===== config.mk =====
export PLATFORM = sky130hd
export DESIGN_NAME = hazard_stall_ctrl
export DESIGN_NICKNAME = d
export VERILOG_FILES = /design/src/rtl/hazard_stall_ctrl.sv
export SDC_FILE = /design/constraint.sdc
export NUM_CORES = 1
export LEC_CHECK = 0
export BUFFER_PORTS_ARGS = -buffer_cell sky130_fd_sc_hd__buf_2
export CORE_MARGIN = 3
export CORE_UTILIZATION = 40
export CTS_BUF_LIST = sky130_fd_sc_hd__clkbuf_2 sky130_fd_sc_hd__clkbuf_4 sky130_fd_sc_hd__clkbuf_8
export CTS_CLUSTER_DIAMETER = 30
export CTS_CLUSTER_SIZE = 24
export DETAILED_ROUTE_END_ITERATION = 6
export PLACE_DENSITY = 0.81
export SETUP_SLACK_MARGIN = 0.2
export SLEW_MARGIN = 40
export SYNTH_ARGS = -nofsm -noshare
export SYNTH_HDL_FRONTEND = slang
export SYNTH_SLANG_ARGS = --single-unit

===== constraint.sdc =====
create_clock -name clk -period 2.6 [get_ports clk]
set_clock_uncertainty 0.1 [all_clocks]
set_input_delay 0.26 -clock clk [delete_from_list [all_inputs] [get_ports clk]]
set_output_delay 0.26 -clock clk [all_outputs]
set_load 0.005 [all_outputs]

===== src/rtl/hazard_stall_ctrl.sv =====
// Stall/flush controller for the 5-stage core: orders DMEM wait > load-use > branch > IMEM wait.
// Latency: control outputs are combinational from state + inputs; state advances on clk.
// Backpressure: holds the front end on memory waits; optional HAZARD_STATS_EN adds stall counters.
module hazard_stall_ctrl #(
    parameter int MEM_TIMEOUT_W = 8,
    parameter int MEM_TIMEOUT   = 200
) (
    input  logic        clk,
    input  logic        rst_n,
    input  logic        mem_ex_hazard,
    input  logic        branch_taken,
    input  logic        dmem_req,
    input  logic        dmem_ready,
    input  logic        imem_ready,
    output logic        pc_stall,
    output logic        ifid_stall,
    output logic        ifid_flush,
    output logic        idex_stall,
    output logic        idex_flush,
    output logic        exmem_stall,
    output logic        exmem_flush,
    output logic        memwb_flush,
    output logic        bus_error,
    output logic [2:0]  ctrl_state,
    output logic [31:0] lu_cnt,
    output logic [31:0] br_cnt,
    output logic [31:0] dw_cnt
);

    typedef enum logic [2:0] {
        RUN       = 3'd0,
        LU_STALL  = 3'd1,
        DMEM_WAIT = 3'd2,
        IMEM_WAIT = 3'd3,
        ERR       = 3'd4
    } state_t;

    state_t                   state_q, state_d;
    logic [MEM_TIMEOUT_W-1:0] wait_cnt_q;
    logic                     bus_error_q;
    logic                     dmem_wait;
    logic                     dw_ev;
    logic                     timeout_hit;

    assign dmem_wait   = dmem_req & ~dmem_ready;
    assign timeout_hit = (wait_cnt_q == MEM_TIMEOUT_W'(MEM_TIMEOUT - 1));

    always_ff @(posedge clk) begin
        if (!rst_n) begin
            state_q     <= RUN;
            wait_cnt_q  <= '0;
            bus_error_q <= 1'b0;
        end else begin
            state_q <= state_d;
            if (dw_ev)
                wait_cnt_q <= wait_cnt_q + MEM_TIMEOUT_W'(1);
            else
                wait_cnt_q <= '0;
            if (dw_ev && timeout_hit)
                bus_error_q <= 1'b1;
        end
    end

    always_comb begin
        pc_stall    = 1'b0;
        ifid_stall  = 1'b0;
        ifid_flush  = 1'b0;
        idex_stall  = 1'b0;
        idex_flush  = 1'b0;
        exmem_stall = 1'b0;
        exmem_flush = 1'b0;
        memwb_flush = 1'b0;
        dw_ev       = 1'b0;
        state_d     = state_q;
        if (!rst_n) begin
            ifid_flush  = 1'b1;
            idex_flush  = 1'b1;
            exmem_flush = 1'b1;
            memwb_flush = 1'b1;
            state_d     = RUN;
        end else if (state_q == ERR) begin
            pc_stall    = 1'b1;
            ifid_stall  = 1'b1;
            idex_stall  = 1'b1;
            exmem_stall = 1'b1;
            memwb_flush = 1'b1;
        end else if (dmem_wait) begin
            pc_stall    = 1'b1;
            ifid_stall  = 1'b1;
            idex_stall  = 1'b1;
            exmem_stall = 1'b1;
            memwb_flush = 1'b1;
            dw_ev       = 1'b1;
            state_d     = timeout_hit ? ERR : DMEM_WAIT;
        end else if (state_q == RUN && mem_ex_hazard) begin
            // Any coincident branch is dropped; it re-resolves once the load clears.
            pc_stall    = 1'b1;
            ifid_stall  = 1'b1;
            idex_stall  = 1'b1;
            exmem_flush = 1'b1;
            state_d     = LU_STALL;
        end else if (branch_taken) begin
            ifid_flush = 1'b1;
            idex_flush = 1'b1;
            state_d    = RUN;
        end else if (!imem_ready) begin
            pc_stall   = 1'b1;
            ifid_flush = 1'b1;
            state_d    = IMEM_WAIT;
        end else begin
            state_d = RUN;
        end
    end

    assign bus_error  = bus_error_q;
    assign ctrl_state = state_q;

`ifdef HAZARD_STATS_EN
    logic lu_ev, br_ev;
    logic [31:0] lu_cnt_q, br_cnt_q, dw_cnt_q;

    // Outside reset, exmem_flush only comes from load-use and idex_flush only from a branch.
    assign lu_ev = rst_n & exmem_flush;
    assign br_ev = rst_n & idex_flush;

    always_ff @(posedge clk) begin
        if (!rst_n) begin
            lu_cnt_q <= '0;
            br_cnt_q <= '0;
            dw_cnt_q <= '0;
        end else begin
            if (lu_ev && lu_cnt_q != '1) lu_cnt_q <= lu_cnt_q + 32'd1;
            if (br_ev && br_cnt_q != '1) br_cnt_q <= br_cnt_q + 32'd1;
            if (dw_ev && dw_cnt_q != '1) dw_cnt_q <= dw_cnt_q + 32'd1;
        end
    end

    assign lu_cnt = lu_cnt_q;
    assign br_cnt = br_cnt_q;
    assign dw_cnt = dw_cnt_q;
`else
    assign lu_cnt = '0;
    assign br_cnt = '0;
    assign dw_cnt = '0;
`endif

endmodule

# Word-level counts from Yosys, hierarchy flattened
# Cells that the tools add are included.
# totals
reg_bits	12
in_bits	7
output_inout_bits	108
word_cells	46
# op_classes
addsub	1
eq_ne	2
mux	34
bitwise	2
n_reduce_logical	4
# ops
cell	n
two-way mux 1 bit	29
adder 8 x 1 -> 8 bit (second input constant)	1
equality test 8 bit (second input constant)	1
two-way mux 2 bit	3
two-way mux 3 bit	2
equality test 3 bit (second input constant)	1
logical NOT 3 bit	1
logical AND 1 bit	2
AND reduction 2 bit	1
AND 1 bit	1
inverter 1 bit	1

# Depth between registers and ports, before layout
# Gate-level depths: netlist of the first run.
# logic_depth
depth_word	6
ltp_mapped	4
ltp_nobuf	4

# Worst setup path after synthesis of the first run
# OpenSTA, ideal clock, no wires.
# synth_path
kind	register to output
startpoint	reg state_q[2], in the netlist ctrl_state[2]
endpoint	out pc_stall
t_arrival_ps	1035
required_ps	2240
path_slack_ps	1205
path_stages_with_launch	4
path_buffers	0
path_cell_list	dfxtp_1 nor4b_1 nor2_1 a21boi_0
# synth_via
elab_chain_len	6
elab_cells_between_ends	7
cone_classes	1 x eq/ne; 4 x mux; 2 x reduce/logical
# synth_rtl
element	line_no	source
from (decl)	38	state_t state_q, state_d;
from (signal assigned)	54	state_q <= state_d;
logical NOT 3 bit	95	end else if (state_q == RUN && mem_ex_hazard) begin
logical AND 1 bit	95	
two-way mux 1 bit	95	
two-way mux 1 bit	87	end else if (dmem_wait) begin
two-way mux 1 bit (*)	81	end else if (state_q == ERR) begin
two-way mux 1 bit (*)	75	if (!rst_n) begin
to (decl)	15	output logic pc_stall,
# Every way passes the cells marked *; elsewhere a longest branch is shown, timed or not.

# Final worst setup path of the first run
# Same ends and word-level chain as after synthesis.

==> results of run 1 <==
[flip-flops by register name, summed over array words and instances (netlist names)]
register and count:
wait_cnt_q 8, ctrl_state 3, bus_error 1
[placed cells by master, fill, tap and decap left out]
cell                       count
sky130_fd_sc_hd__nor2_1        9
sky130_fd_sc_hd__nand4_1       1
sky130_fd_sc_hd__a21boi_0      1
sky130_fd_sc_hd__nand2b_1      2
sky130_fd_sc_hd__nor2b_1       3
sky130_fd_sc_hd__or3_1         3
sky130_fd_sc_hd__xor2_1        2
sky130_fd_sc_hd__nor4b_1       1
sky130_fd_sc_hd__nor3b_1       1
sky130_fd_sc_hd__o22ai_1       1
sky130_fd_sc_hd__nand2_1       3
sky130_fd_sc_hd__o31ai_1       1
sky130_fd_sc_hd__clkbuf_8      1
sky130_fd_sc_hd__o21ai_0       5
sky130_fd_sc_hd__nand3_1       6
sky130_fd_sc_hd__and2_1        3
sky130_fd_sc_hd__conb_1       96
sky130_fd_sc_hd__clkbuf_4      3
sky130_fd_sc_hd__inv_1         2
sky130_fd_sc_hd__nor4b_2       1
sky130_fd_sc_hd__and3_1        1
sky130_fd_sc_hd__buf_2        18
sky130_fd_sc_hd__a21oi_1       3
sky130_fd_sc_hd__a22o_1        2
sky130_fd_sc_hd__or3b_1        1
sky130_fd_sc_hd__xnor2_1       1
sky130_fd_sc_hd__nand4b_1      1
sky130_fd_sc_hd__dfxtp_1      12
sky130_fd_sc_hd__ha_1          1
[worst max-delay path, cell delays in order, from the launching register on]
cell                       delay [ps]
sky130_fd_sc_hd__dfxtp_1          350
sky130_fd_sc_hd__nor4b_1          480
sky130_fd_sc_hd__nor2_1           110
sky130_fd_sc_hd__a21boi_0         180
sky130_fd_sc_hd__buf_2            140
[cell usage after synthesis (all sizes together)]
cell type,count
nor2b,3
nor2,9
nand2b,2
ha,1
o31ai,1
inv,2
buf,97
nor3b,1
xor2,2
nor4b,2
nand2,3
dfxtp,12
and2,3
or3,3
a21oi,3
or3b,1
xnor2,1
nand4,1
nand3,6
clkbuf,1
conb,1
a21boi,1
o22ai,1
o21ai,5
and3,1
nand4b,1
a22o,2
[final timing paths]
path         slack, ps                        from                    endpoint  cells after the start
max                700  ctrl_state[2]$_SDFFE_PN0N_                    pc_stall                      4
min                180                  imem_ready  ctrl_state[1]$_SDFFE_PN0N_                      4
max reg2reg       1080    wait_cnt_q[0]$_SDFF_PN0_  ctrl_state[1]$_SDFFE_PN0N_                      4
min reg2reg        390    wait_cnt_q[0]$_SDFF_PN0_    wait_cnt_q[0]$_SDFF_PN0_                      1
[per-layer routing]
metal	vias up	track usage	wire [um]
met4	0	0.07438	50
met3	4	0.008913	309
met1	348	0.07174	593
met5	-	0	0
met2	72	0.1252	908
li1	380	-	-
[layout make-up]
cell class	count	area [sq um]
repair buffers	18	90.09
inverters	2	7.507
well taps	44	55.05
fillers	334	1966
flip-flops and latches	12	240.2
clock buffers	4	36.28
multi-input cells	149	683.2
[through the flow]
stage | std cells | hold slack, ps | power (uW) | util
2_1_floorplan | 261 | 341.3 | 350.5 | -
3_3_place_gp | 225 | 357.4 | 263.1 | 0.3496
3_5_place_dp | 225 | 369.6 | 263.5 | 0.3496
4_1_cts | 229 | 169.4 | 415.2 | 0.3614
5_1_grt | 229 | 216.5 | 434.8 | 0.3614
6_report | 229 | 181.6 | 415.4 | 0.3614
[cell families (layout without fill, tap and decap cells)]
group,after synthesis,after routing,synth area share
buf+inv,100,24,0.5661
simple gates,36,36,0.1571
compound gates,13,13,0.06035
flops,12,12,0.1839
xor+xnor,3,3,0.02012
fa+ha+maj,1,1,0.009577
other cells,1,96,0.002871
[report_power, final]
part	internal (uW)	leakage [uW]	total [uW]	switching, uW
Sequential	187	0.0000972	190	3.29
Clock	85.3	0.0000210	153	67.4
Combinational	18.9	0.000486	72.8	53.9
Total	291	0.000604	415	125
==> impl_summary.txt, run 1 <==
----------------------------------------------------
[Outcome]
  Run status ... finished clean

[Yosys]
  Synthesis Warnings ... 0
  Synth top area share ... 0.5575
  Cell taking the most area after synthesis ... sky130_fd_sc_hd__buf_4
  Share of the yosys chip area belonging to registers ... 0.1839
  Number of flip-flops and latches in the synthesized netlist ... 12
  Main area contributors after synthesis ... sky130_fd_sc_hd__buf_4 56%, sky130_fd_sc_hd__dfxtp_1 18%, sky130_fd_sc_hd__nor2_1 2.6%
  Synth Cell Area ... 0.001306 sq mm
  Syn avg cell area ... 7.869 sq um
  Cells after synthesis ... 166
  Number of distinct library cells after synthesis ... 28

[Final layout]
  Antenna Diode Count ... 0
  Layout-stage area growth over the synthesis result ... -14.85%
  Fraction of layout cells with a size suffix above 1 ... 0.1243
  Nets ... 194
  Post-Layout Inst Area ... 0.001112 sq mm

[Detailed routing]
  Average via count per standard cell ... 3.511
  DRC errors left ... 0
  Overall via count from detail_route ... 804
  Count of TritonRoute iterations in the first routing pass ... 4
  Average detailed-routed wire length per instance ... 8.127 um
  First-iteration detailed-routing DRC count ... 23
  Total detailed-routing wirelength ... 1861 um
  Number of routed nets with antenna violations ... 0

[Floorplan]
  Horizontal extent of the die ... 63.15 um
  Total die area ... 0.003987 sq mm
  Core Region ... 0.003078 sq mm
  Height of the die ... 63.15 um
  Row count ... 20
  Initial Utilization ... 0.4244
  Top Ports ... 115

[Worst setup path]
  Worst setup SP type ... flip-flop
  Critical path start-end classification ... reg2out
  Arrival time of data at the critical path endpoint ... 1540 ps
  Worst EP required ... 2240 ps
  CP max FO ... 5
  Element type at the critical path end ... primary output

[STA]
  Unrepaired setup endpoints after global routing ... false
  Ratio of final minimum period to clock period ... 0.7319
  Final Max Tran Viols ... 0
  Tmin final ... 1903 ps
  Accumulated negative setup slack ... 0 ps
  Maximum frequency from static timing analysis ... 0.5255 GHz
  Final setup vio count ... 0
  Number of endpoints with negative hold slack in the final report ... 0
  Setup WS post-layout ... 697.2 ps

[Power]
  Power density relative to cell area ... 373.5 mW/mm^2
  VDD IR max ... 0.1066 mV
  Static leakage ... 0.0006038 uW

[Global route]
  Number of global-route vias before repair ... 567
  Antenna violations before repair ... 0
  Wire length of the first global-routing pass ... 2311 um
  Pin count of the biggest net entering global routing ... 13
  Aggregate global-route resource usage ... 0.07215
  Final global-route overflow total ... 0

[Clock tree]
  Num Clock Sinks ... 12
  Clock Latency Late Sink ... 280 ps
  Number of levels the H-tree was split into ... 1
  Count of instances resized after the clock tree is built ... 0
  Cell chosen for the clock root ... sky130_fd_sc_hd__clkbuf_4
  Reg clk slew, reported paths ... 80 ps
  Number of clock buffers inserted by TritonCTS ... 3
  Clock tree from TritonCTS ... done
  Total of hold buffers inserted after clock tree synthesis ... 0
  Longest Clk Path Bufs ... 2
  Post-CTS setup-driven buffer insertion count ... 0

[Hold path]
  Class of the most critical hold timing path ... in2reg

[Place]
  Routability congestion estimate from global placement ... 0.7202
  Count of port buffers added during placement ... 18
  Placed wire-length estimate ... 1585 um
  Placed standard-cell area ... 0.001076 sq mm
  Worst slack, placed ... 1000 ps

[Flow run]
  Maximum capacitance violations ... 0

----------------------------------------------------
Power figures use the tool's default switching activity.
==> run 2, diff against run 1 <==
--- a/config.mk
+++ b/config.mk
@@ -5,14 +5,15 @@
 export SDC_FILE = /design/constraint.sdc
 export NUM_CORES = 1
 export LEC_CHECK = 0
+export ABC_AREA = 1
 export BUFFER_PORTS_ARGS = -buffer_cell sky130_fd_sc_hd__buf_2
 export CORE_MARGIN = 3
-export CORE_UTILIZATION = 40
+export CORE_UTILIZATION = 37
 export CTS_BUF_LIST = sky130_fd_sc_hd__clkbuf_2 sky130_fd_sc_hd__clkbuf_4 sky130_fd_sc_hd__clkbuf_8
 export CTS_CLUSTER_DIAMETER = 30
 export CTS_CLUSTER_SIZE = 24
 export DETAILED_ROUTE_END_ITERATION = 6
-export PLACE_DENSITY = 0.81
+export PLACE_DENSITY = 0.77
 export SETUP_SLACK_MARGIN = 0.2
 export SLEW_MARGIN = 40
 export SYNTH_ARGS = -nofsm -noshare
==> constraint.sdc (replaced) <==
create_clock -name clk -period 1.7 [get_ports clk]
set_clock_uncertainty 0.1 [all_clocks]
set_input_delay 0.17 -clock clk [delete_from_list [all_inputs] [get_ports clk]]
set_output_delay 0.17 -clock clk [all_outputs]
set_load 0.005 [all_outputs]
==> run 2 against run 1 <==
- sequential cell count unchanged
- total power up 80%
- setup slack worse by 470 ps
- critical path type unchanged
- critical endpoint is now ifid_flush
- largest cell class unchanged
==> impl_summary.txt, run 2 <==
----------------------------------------------------
[Floorplan]
  Total die area ... 0.004610 sq mm (+16%)
  Initial Utilization ... 0.4026 (-0.02176)
  Height of the die ... 67.90 um (+7.5%)
  Core Region ... 0.003521 sq mm (+14%)
  Horizontal extent of the die ... 67.90 um (+7.5%)
  Row count ... 21 (+5.0%)
  Top Ports ... 115 (unchanged)

[STA]
  Final Max Tran Viols ... 0 (unchanged)
  Ratio of final minimum period to clock period ... 0.8646
  Unrepaired setup endpoints after global routing ... true
  Accumulated negative setup slack ... 0 ps (unchanged)
  Number of endpoints with negative hold slack in the final report ... 0 (unchanged)
  Setup WS post-layout ... 230.2 ps (-467.0 ps)
  Final setup vio count ... 0 (unchanged)
  Maximum frequency from static timing analysis ... 0.6804 GHz
  Tmin final ... 1470 ps

[Final layout]
  Antenna Diode Count ... 0 (unchanged)
  Layout Utilization ... 0.3657 (+0.004290)
  Fraction of layout cells with a size suffix above 1 ... 0.2548 (+0.1305)
  Most frequent cells in the layout ... 96 x sky130_fd_sc_hd__conb_1, 18 x sky130_fd_sc_hd__buf_2, 16 x sky130_fd_sc_hd__nand2_1, 11 x sky130_fd_sc_hd__nor2_1
  Largest Register ... wait_cnt_q
  Nets ... 217 (+12%)
  Leading cell type in the layout, fill and taps excluded ... sky130_fd_sc_hd__conb_1
  Flip-flop count of the largest register, all copies and words added ... 8 (unchanged)
  Layout-stage area growth over the synthesis result ... -9.180%

[Worst setup path]
  Capturing point of the worst reg2reg path ... ctrl_state[1]$_SDFFE_PN0N_
  R2r startpoint ... wait_cnt_q[0]$_SDFF_PN0_
  Start point of the critical path ... ctrl_state[1]$_SDFFE_PN0N_
  Critical-path cell list ... nor2_4, nand3_2, o21ai_4, nor2_2, buf_2
  Setup slack of the worst register-to-register path ... 450 ps (-630 ps)
  Worst setup endpoint ... ifid_flush
  Critical path start-end classification ... reg2out
  Crit path max-delay cell type ... sky130_fd_sc_hd__dfxtp_2
  Arrival time of data at the critical path endpoint ... 1200 ps (-340 ps)
  Element type at the critical path end ... primary output
  Worst setup SP type ... flip-flop
  CP max FO ... 4 (-1)
  Max incr delay on CP ... 330 ps (-150 ps)
  Worst EP required ... 1430 ps (-810 ps)
  Length in cells of the worst reg-to-reg path ... 8 (+4)

[Flow run]
  Maximum capacitance violations ... 0 (unchanged)

[Clock tree]
  Number of levels the H-tree was split into ... 1 (unchanged)
  Longest Clk Path Bufs ... 2 (unchanged)
  Cell chosen for the clock root ... sky130_fd_sc_hd__clkbuf_8
  Clock Latency Late Sink ... 240 ps (-40 ps)
  Number of clock buffers inserted by TritonCTS ... 3 (unchanged)
  Num Clock Sinks ... 12 (unchanged)
  Reg clk slew, reported paths ... 50 ps (-30 ps)
  Total of hold buffers inserted after clock tree synthesis ... 0 (unchanged)
  Clock tree from TritonCTS ... done

[Power]
  VDD IR max ... 0.3164 mV (+200%)
  Power density relative to cell area ... 581.9 mW/mm^2 (+56%)
  Overall power consumption ... 749.2 uW (+80%)
  Static leakage ... 0.0007267 uW (+20%)

[Detailed routing]
  First-iteration detailed-routing DRC count ... 6 (-74%)
  Average detailed-routed wire length per instance ... 7.591 um (-6.6%)
  Average via count per standard cell ... 3.276 (-6.7%)
  Overall via count from detail_route ... 832 (+3.5%)
  Count of TritonRoute iterations in the first routing pass ... 4 (unchanged)
  DRC errors left ... 0 (unchanged)
  Number of routed nets with antenna violations ... 0 (unchanged)
  Total detailed-routing wirelength ... 1928 um (+3.6%)

[Yosys]
  Number of flops mapped to enable cells by yosys ... 0 (unchanged)
  Number of distinct library cells after synthesis ... 27 (-3.6%)
  Synth Cell Area ... 0.001418 sq mm (+8.5%)
  Post-synthesis xor/xnor area fraction ... 0.01236 (-0.007758)
  Synthesis Warnings ... 0 (unchanged)
  Number of flip-flops and latches in the synthesized netlist ... 12 (unchanged)
  Combinational family with the most area after synthesis ... buffers and inverters
  Cells after synthesis ... 185 (+11%)
  Top-count cell post-synth ... sky130_fd_sc_hd__buf_4
  Adder-cell share of the synthesized area ... 0.008826 (-0.0007524)
  Cell taking the most area after synthesis ... sky130_fd_sc_hd__buf_4
  Fraction of the mapped netlist area in compound gates ... 0.02560 (-0.03475)
  Asr flop ratio synth ... 0 (unchanged)
  Share of the yosys chip area belonging to registers ... 0.1695 (-0.01445)
  Synth top area share ... 0.5137 (-0.04379)
  Multiplexer share of the synthesized area ... 0 (unchanged)
  Simple-gate share of the synthesized area ... 0.2268 (+0.06974)
  Main area contributors after synthesis ... sky130_fd_sc_hd__buf_4 51%, sky130_fd_sc_hd__dfxtp_1 17%, sky130_fd_sc_hd__nand2_1 4.2%
  Flip-flop cell with the highest count after synthesis ... sky130_fd_sc_hd__dfxtp_1
  Syn avg cell area ... 7.663 sq um (-2.6%)
  Synth cell count leaders ... 97 x sky130_fd_sc_hd__buf_4, 16 x sky130_fd_sc_hd__nand2_1, 12 x sky130_fd_sc_hd__dfxtp_1

[Outcome]
  Run status ... finished clean

[Global route]
  Final global-route overflow total ... 0 (unchanged)
  Number of global-route vias before repair ... 581 (+2.5%)
  Pin count of the biggest net entering global routing ... 9 (-4)
  Aggregate global-route resource usage ... 0.07301 (+0.0008631)
  Antenna violations before repair ... 0 (unchanged)
  Wire length of the first global-routing pass ... 2511 um (+8.7%)

[Place]
  Placed wire-length estimate ... 1649 um (+4.1%)
  Worst slack, placed ... 436.8 ps (-563.5 ps)
  Count of port buffers added during placement ... 18 (unchanged)
  Routability congestion estimate from global placement ... 0.7475 (+3.8%)

[Hold path]
  Class of the most critical hold timing path ... in2reg

----------------------------------------------------
-- run 2: cells by family after synthesis --
kind of cell / after synthesis
AOI/OAI and AO/OA: 5
buffers and inverters: 110
DFF: 12
adders and majority gates: 1
other: 1
xor gates and xnor gates: 2
and+or+nand+nor: 54
-- run 2: stage by stage --
step                      instance area, sq um  cells  hold WS (ps)
after floorplan                           1774    280         294.2
after global placement                    1182    246         340.3
after detailed placement                  1182    246         355.6
after CTS                                 1274    253         180.6
after global routing                      1287    254         194.5
final                                     1287    254         184.8
-- run 2: worst min path at each step --
stage	slack (ps)	startpoint	cells past startpoint	to
floorplan	290	dmem_req	4	wait_cnt_q[7]$_SDFF_PN0_
global placement	340	wait_cnt_q[0]$_SDFF_PN0_	1	wait_cnt_q[0]$_SDFF_PN0_
CTS	180	rst_n	3	ctrl_state[0]$_SDFFE_PN0N_
finish	180	rst_n	3	ctrl_state[1]$_SDFFE_PN0N_
global route	190	rst_n	3	ctrl_state[1]$_SDFFE_PN0N_
detailed placement	360	bus_error$_SDFFE_PN0P_	2	bus_error$_SDFFE_PN0P_
-- run 2: where the power goes --
group / switching, uW / internal, uW
logic: 104 / 44.3
clock network: 105 / 205
registers: 4.45 / 287
total: 214 / 536
-- run 2: what timing repair did --
action	CTS	global route
pin swaps	3	3
endpoints found under the setup margin	4	5
resized for setup	3	2
setup buffers	3	1
-- run 2: final cells by class --
cell class              count  area, sq um
clock buffers               4        55.05
fillers                   385         2233
inverters                  12        46.29
multi-input cells         158        765.7
flip-flops and latches     12        242.7
well taps                  46        57.56
repair buffers             22        120.1
-- run 2: metal layers --
layer / GRT usage / part of all wire / vias up
met5: 0 / 0 / -
met3: 0.02956 / 0.14 / 2
met1: 0.08169 / 0.33 / 353
met4: 0.02978 / 0.0067 / 0
li1: - / - / 415
met2: 0.1227 / 0.53 / 62
-- run 2: critical path, delay by kind of cell (launching register included) --
family | cells | cell delay [ps]
AND/OR/NAND/NOR | 3 | 310
flip-flops | 1 | 330
AO/OA/AOI/OAI | 1 | 190
buffers and inverters | 1 | 120
